==> src/rtl/trigger_pulse_gen.sv <==
// Multi-channel trigger pulse generator: each channel emits N timed pulses on Up/Down,
// plus a free-running divided clock and an all-idle ready flag.
module trigger_pulse_gen #(
  parameter int NCH    = 4,
  parameter int CNT_W  = 8,
  parameter int HI_CYC = 4,
  parameter int LO_CYC = 4,
  parameter int CLKDIV = 5,
  localparam int CW    = (NCH > 1) ? $clog2(NCH) : 1
) (
  input  logic             Clk,
  input  logic             Reset,
  input  logic             Cmd_Valid,
  output logic             Cmd_Ready,
  input  logic [CW-1:0]    Cmd_Chan,
  input  logic             Cmd_Dir,
  input  logic [CNT_W-1:0] Cmd_Count,
  input  logic             Cmd_Abort,
  output logic             Clk_out,
  output logic [NCH-1:0]   Up_Out,
  output logic [NCH-1:0]   Down_Out,
  output logic [NCH-1:0]   Busy,
  output logic             ready_out
);

  localparam int PMAX = (HI_CYC > LO_CYC) ? HI_CYC : LO_CYC;
  localparam int PW   = $clog2(PMAX + 1);
  localparam int DW   = (CLKDIV > 1) ? $clog2(CLKDIV) : 1;

  typedef enum logic [1:0] {
    IDLE,
    HIGH,
    LOW
  } state_t;

  state_t           state_q [NCH];
  state_t           state_d [NCH];
  logic [PW-1:0]    phase_q [NCH];
  logic [PW-1:0]    phase_d [NCH];
  logic [CNT_W-1:0] rem_q   [NCH];
  logic [CNT_W-1:0] rem_d   [NCH];
  logic [NCH-1:0]   dir_q;
  logic [NCH-1:0]   dir_d;
  logic             chan_hit;
  logic             sel_busy;
  logic             accept;
  logic [DW-1:0]    div_q;

  always_comb begin
    Up_Out   = '0;
    Down_Out = '0;
    Busy     = '0;
    for (int unsigned c = 0; c < NCH; c++) begin
      Up_Out[c]   = (state_q[c] == HIGH) & dir_q[c];
      Down_Out[c] = (state_q[c] == HIGH) & ~dir_q[c];
      Busy[c]     = (state_q[c] != IDLE);
    end
  end

  assign ready_out = ~|Busy;

  // Channel lookup by loop so an out-of-range index simply finds no channel.
  always_comb begin
    chan_hit = 1'b0;
    sel_busy = 1'b0;
    for (int unsigned c = 0; c < NCH; c++) begin
      if (Cmd_Chan == CW'(c)) begin
        chan_hit = 1'b1;
        sel_busy = Busy[c];
      end
    end
    Cmd_Ready = Reset & ~Cmd_Abort & chan_hit & ~sel_busy;
  end

  assign accept = Cmd_Valid & Cmd_Ready;

  always_comb begin
    for (int unsigned c = 0; c < NCH; c++) begin
      state_d[c] = state_q[c];
      phase_d[c] = phase_q[c];
      rem_d[c]   = rem_q[c];
      dir_d[c]   = dir_q[c];
      if (Cmd_Abort) begin
        state_d[c] = IDLE;
        phase_d[c] = '0;
      end else begin
        case (state_q[c])
          IDLE: begin
            if (accept && (Cmd_Chan == CW'(c))) begin
              dir_d[c]   = Cmd_Dir;
              rem_d[c]   = Cmd_Count;
              phase_d[c] = '0;
              if (Cmd_Count != '0) state_d[c] = HIGH;
            end
          end
          HIGH: begin
            if (phase_q[c] == PW'(HI_CYC - 1)) begin
              state_d[c] = LOW;
              phase_d[c] = '0;
              if (rem_q[c] != '0) rem_d[c] = rem_q[c] - CNT_W'(1);
            end else begin
              phase_d[c] = phase_q[c] + PW'(1);
            end
          end
          LOW: begin
            if (phase_q[c] == PW'(LO_CYC - 1)) begin
              phase_d[c] = '0;
              state_d[c] = (rem_q[c] != '0) ? HIGH : IDLE;
            end else begin
              phase_d[c] = phase_q[c] + PW'(1);
            end
          end
          default: state_d[c] = IDLE;
        endcase
      end
    end
  end

  always_ff @(posedge Clk or negedge Reset) begin
    if (!Reset) begin
      for (int unsigned c = 0; c < NCH; c++) begin
        state_q[c] <= IDLE;
        phase_q[c] <= '0;
        rem_q[c]   <= '0;
      end
      dir_q <= '0;
    end else begin
      for (int unsigned c = 0; c < NCH; c++) begin
        state_q[c] <= state_d[c];
        phase_q[c] <= phase_d[c];
        rem_q[c]   <= rem_d[c];
      end
      dir_q <= dir_d;
    end
  end

  always_ff @(posedge Clk or negedge Reset) begin
    if (!Reset) begin
      div_q   <= '0;
      Clk_out <= 1'b0;
    end else if (div_q == DW'(CLKDIV - 1)) begin
      div_q   <= '0;
      Clk_out <= ~Clk_out;
    end else begin
      div_q <= div_q + DW'(1);
    end
  end

endmodule

==> config.mk <==
export PLATFORM = sky130hd
export DESIGN_NAME = trigger_pulse_gen
export DESIGN_NICKNAME = d
export VERILOG_FILES = /design/src/rtl/trigger_pulse_gen.sv
export SDC_FILE = /design/constraint.sdc
export NUM_CORES = 1
export LEC_CHECK = 0
export ABC_AREA = 0
export CAP_MARGIN = 20
export CORE_MARGIN = 3
export CORE_UTILIZATION = 61
export CTS_CLUSTER_SIZE = 25
export DETAILED_ROUTE_END_ITERATION = 8
export PLACE_DENSITY_LB_ADDON = 0.08
export SLEW_MARGIN = 20
export SYNTH_ARGS = -nofsm -noshare
export SYNTH_HDL_FRONTEND = slang
export SYNTH_SLANG_ARGS = --single-unit
==> constraint.sdc <==
create_clock -name Clk -period 2.9 [get_ports Clk]
set_input_delay 0.87 -clock Clk [delete_from_list [all_inputs] [get_ports Clk]]
set_output_delay 0.87 -clock Clk [all_outputs]
set_load 0.1 [all_outputs]
### Word level (Yosys, flattened, before mapping)

Cells that the tools add are included.

| storage, ports and cells | value |
|---|---|
| bits in registers | 60 |
| latch bits | 0 |
| memory bits (writable) | 0 |
| bits in read-only memories | 0 |
| input port bits | 15 |
| output and inout bits | 15 |
| logic and storage cells | 204 |
| memories kept | 0 |

| operators by class | value |
|---|---|
| add/sub/neg operators | 9 |
| multipliers | 0 |
| divide/modulo/power cells | 0 |
| $lt $le $gt $ge | 0 |
| equality and inequality tests | 44 |
| shift-type cells | 0 |
| muxes and demuxes | 66 |
| bitwise operators | 19 |
| reduce and logical (&&, ||, !) cells | 48 |

Operators by type and width:

| operator | number |
|---|---|
| two-way mux 8 bit | 12 |
| one-hot mux 8 bit (2 select lines) | 4 |
| nonzero test 8 bit | 5 |
| two-way mux 3 bit | 13 |
| inequality test 3 bit, second input constant | 12 |
| two-way mux 2 bit | 17 |
| subtractor 8 x 1 -> 8 bit, second input constant | 4 |
| one-hot mux 2 bit (3 select lines) | 4 |
| one-hot mux 3 bit (2 select lines) | 4 |
| AND reduction 5 bit | 4 |
| inequality test 2 x 1 -> 1 bit, second input constant | 8 |
| AND reduction 4 bit | 4 |
| nonzero test 2 bit | 8 |
| adder 3 x 1 -> 3 bit, second input constant | 5 |
| bitwise AND 1 bit | 12 |
| equality test 2 bit, second input constant | 6 |
| equality test 3 x 2 -> 1 bit, second input constant | 4 |
| two-way mux 1 bit | 12 |
| inequality test 3 x 2 -> 1 bit, second input constant | 4 |
| AND reduction 3 bit | 4 |
| nonzero test 3 bit | 4 |
| equality test 2 x 1 -> 1 bit, second input constant | 5 |
| logical NOT 2 bit | 5 |
| inequality test 2 bit, second input constant | 4 |
| 7 further kinds | 22 |

### Logic depth before layout (Yosys ltp)

Gate-level depths: netlist (run 1).

| depth | value |
|---|---|
| depth after elaboration | 12 |
| gate-level depth with buffers | 7 |
| mapped depth without buffers | 6 |

### Worst setup path after synthesis (run 1)

OpenSTA, ideal clock, no wires.

| timing | value |
|---|---|
| path type | register to output |
| start | register state_q[4] (netlist name) |
| end | output port ready_out |
| arrival | 4.388 ns |
| data required time | 2.030 ns |
| setup slack | -2.358 ns |
| stages on the path, launching flop included | 6 |
| buffers on the path | 1 |
| cell sequence | dfrtp_1 > inv_1 > ha_1 > clkbuf_1 > inv_1 > nor4_1 |

| between the ends | value |
|---|---|
| longest elaborated chain between the ends | 3 |

RTL lines:

| what | RTL line | text |
|---|---|---|
| from (decl) | 36 | `state_t state_q [NCH];` |
| from (signal, indexed assignment) | 129 | `state_q[c] <= state_d[c];` |
| nonzero test 2 bit | 56 | `Busy[c] = (state_q[c] != IDLE);` |
| via Busy[1] | 22 | `output logic [NCH-1:0] Busy,` |
| OR reduction 4 bit | 60 | `assign ready_out = ~\|Busy;` |
| logical NOT 1 bit | 60 |  |
| to (decl) | 23 | `output logic ready_out` |

The timed path passes the listed nets, and every way through them passes these cells.

### Worst setup path after layout (run 1)

| timing | value |
|---|---|
| start | register state_q[4] (netlist name) |
| end | output port Cmd_Ready |

| between the ends | value |
|---|---|
| longest elaborated chain between the ends | 6 |

RTL lines:

| what | RTL line | text |
|---|---|---|
| nonzero test 2 bit | 56 |  |
| two-way mux 1 bit (3 in a row) | 67 | `if (Cmd_Chan == CW'(c)) begin` |
| NOT 1 bit | 72 | `Cmd_Ready = Reset & ~Cmd_Abort & chan_hit & ~sel_busy;` |
| bitwise AND 1 bit | 72 |  |
| to (decl) | 14 | `output logic Cmd_Ready,` |

Every way passes these cells.

==> metrics.md, run 1 <==
| Metric | Value |
|---|---|
| Hold-fix buffers, CTS | 0 |
| Core area | 0.006604 mm^2 |
| Crit path buf inv count | 3 |
| H-tree Lvls | 3 |
| Worst slew pin tran | 630.5 ps |
| Worst path top cell family by delay | buffers and inverters |
| Sequential Power Share | 29.3% |
| Final net count | 577 |
| IO Count | 30 |
| Synth Net Count | 514 |
| RSZ-0062 raised after global routing | false |
| Placed insts | 609 |
| Main area contributors after synthesis | dfrtp_1, ha_1, inv_1 |
| Layout cells sized above 1 | 19.66% |
| Syn_area_per_cell | 9.200 um^2 |
| DP Wirelength | 8603 um |
| Final WL | 12040 um |
| Most common library cell in the layout ignoring fill and taps | dfrtp_1 |
| Row count | 29 |
| Syn Inst Count | 468 |
| Status | finished clean |
| Crit path kind | flip-flop to primary output |
| Worst-case clock buffer depth | 2 |
| YS warnings | 0 |
| CTS clk-pin slew, worst paths | 70 ps |
| Most frequent cells in the layout | dfrtp_1, buf_4, inv_1, nor2_1, ha_1 |
| Final Util | 79.97% |
| Switching share of power | 47.60% |
| Worst-Skew Late Latency | 350 ps |
| Mapped Area | 0.004305 mm^2 |
| Port bufs | 29 |
| Vias in the first global route | 3983 |
| Layout Cells excl Fill | 627 |
| Clk network pwr share | 14.9% |
| Slew HR | 57.38% |
| Critical Path Sink Type | primary output |
| Asr flop ratio synth | 100.0% |
| Worst slack, placed | -85.09 ps |
| Synth top area share | 34.87% |
| Max-capacitance violation count | 0 |
| First-pass GRT wire length | 19570 um |
| Fin crit period | 2772 ps |
| Vias | 4185 |
| Startpoint types | flip-flop |
| Via density | 6.675 |
| Fin worst setup slack | 128.3 ps |
| Die area | 0.008102 mm^2 |
| Pwr Total | 0.004798 W |
| Total track usage | 29.78% |
| Fin area | 0.005281 mm^2 |
| CTS root buf | clkbuf_8 |
| Leading area contributor after synthesis | dfrtp_1 |
| Switching pwr | 0.002284 W |
| Final Hold Vio Count | 0 |
| Initial core utilization | 65.20% |
| GR Overflow Total | 0 |
| Synth-to-Final Area Change | 22.67% |
| Initial antenna violation count | 0 |
| CP max FO | 6 |
| Fin. max-slew vios | 0 |
| Worst hold path type | flip-flop to flip-flop |
| Unique masters post-synth | 71 |
| Post-synth EDFFs | 0 |
| Main synth FF type | dfrtp_1 |
| Cts bufs inserted | 9 |
| Drt pass-1 iters | 5 |
| Fin crit share | 95.57% |
| CP max stage cell | dfrtp_1 |
| TritonCTS clock tree | done |
| Chip height | 90.01 um |
| P per Cell Area | 908.5 mW/mm^2 |
| Max Clk Rate | 360.8 MHz |
| Number of setup violations in the final report | 0 |
| GP Congestion | 0.9151 |
| Leakage | 2.316 nW |
| Yosys reg bits | 60 |
| Clock Skews | 10.98 ps |
| Req. time, crit path | 2030 ps |
| Critical-path cell list | inv_1, ha_1, clkinvlp_4, a21oi_2, o2111a_2, buf_12 |
| Post-DR wirelength/cell | 19.20 um |
| Arrival time worst endpoint | 1900 ps |
| Peak supply drop | 0.6195 mV |
| # DRC | 0 |
| Max stage delay on crit path | 410 ps |
| DRT iter0 DRCs | 303 |
| Internal | 0.002514 W |
| ANT nets after route | 0 |
| Gate power share | 55.8% |
| Largest net degree at the start of global routing | 37 |
| Chip width | 90.01 um |
| Cell Area, Placed | 0.005081 mm^2 |
| Clock sink count | 60 |
| ANT cells | 0 |
| Register area share after synthesis | 34.87% |
what timing repair did:
action,CTS,global route
pin swaps,0,0
resized for setup,1,0
cloned,0,0
setup buffers,0,4
setup endpoints to repair,1,1
area by class of cell:
cell class | instances | area, um^2
tap | 93 | 116.4
clock inverter | 3 | 40.04
sequential | 60 | 1501
fill | 447 | 1323
inverter | 43 | 168.9
clock buffer | 11 | 131.4
multi-input combinational | 348 | 2614
timing repair buffer | 69 | 709.4
per-layer routing:
layer  global-route usage, %  wire length (um)  up-vias  share of wire (%)
met5                       0                 0        -                  0
met3                   8.431               994       46                8.3
met2                   46.24              5670      204                 47
li1                        -                 -     1922                  -
met4                   14.41               471        0                3.9
met1                   38.27              4903     2013                 41
metrics by stage:
| step | setup TNS, ps | hold slack, ps |
|---|---|---|
| global route | 0 | 500.5 |
| CTS | 0 | 469.7 |
| global placement | -8.308 | 445.9 |
| finish | 0 | 466.0 |
| floorplan | -461.9 | 427.4 |
| detailed placement | -115.3 | 457.6 |
cells by family (layout without fill, tap and decap cells):
| group | Yosys count | after routing | share of synthesized area (%) |
|---|---|---|---|
| mux | 14 | 14 | 3.371 |
| compound gates | 154 | 154 | 26.71 |
| buf+inv | 60 | 126 | 5.405 |
| xor+xnor | 1 | 1 | 0.2035 |
| flops | 60 | 60 | 34.87 |
| simple gates | 148 | 148 | 20.43 |
| fa+ha+maj | 31 | 31 | 9.009 |
worst register-to-register path, cell delays in order, from the launching register on:
cell,delay (ps)
dfrtp_1,410
inv_2,100
ha_1,340
inv_1,260
a211oi_2,570
o21ai_2,260
a211oi_1,280
registers in the layout (all words and copies together), names as in the netlist:
register and flops:
Clk_out 1, rem_q 32, phase_q 12, div_q 3
state_q 8, dir_q 4
power by group through the flow:
stage	clock, W	combinational, W	sequential (W)
after floorplan	0	0.00186	0.00133
after global placement	0	0.00252	0.00139
after detailed placement	0	0.00259	0.00140
after CTS	0.000710	0.00262	0.00139
after global routing	0.000755	0.00287	0.00145
final	0.000714	0.00268	0.00141
cell usage after synthesis (5+ instances only):
cell type,number
and3_1,6
a31oi_1,9
nand2_1,20
o2bb2ai_1,10
o221ai_1,15
nor3_1,11
nor4_1,5
and2_1,12
a2bb2oi_1,6
ha_1,31
buf_2,6
dfrtp_1,60
nand3_1,6
nand3b_1,6
a211oi_1,6
mux2i_1,10
o21ai_0,21
o211ai_1,5
inv_1,42
a21oi_1,26
nor2_1,36
nand2b_1,8
clkbuf_1,11
nand4_1,8
final timing paths:
check	start	end	slack, ps	cells past startpoint
worst min-delay path	div_q[0]	div_q[0]	470	1
worst max register to register	state_q[3]	rem_q[8]	590	6
max in group asynchronous	Reset	rem_q[28]	1800	2
worst max-delay path	state_q[4]	Cmd_Ready	130	6
worst min register to register	div_q[0]	div_q[0]	470	1
min in group asynchronous	Reset	rem_q[7]	620	2
No activity file was read; power rests on OpenSTA's default activity.
==> run 2, diff against run 1 <==
- SETUP_SLACK_MARGIN: unset -> 0.02
==> results of run 2 <==
No change in the layout: final DEF, timing and power equal those of run 1.
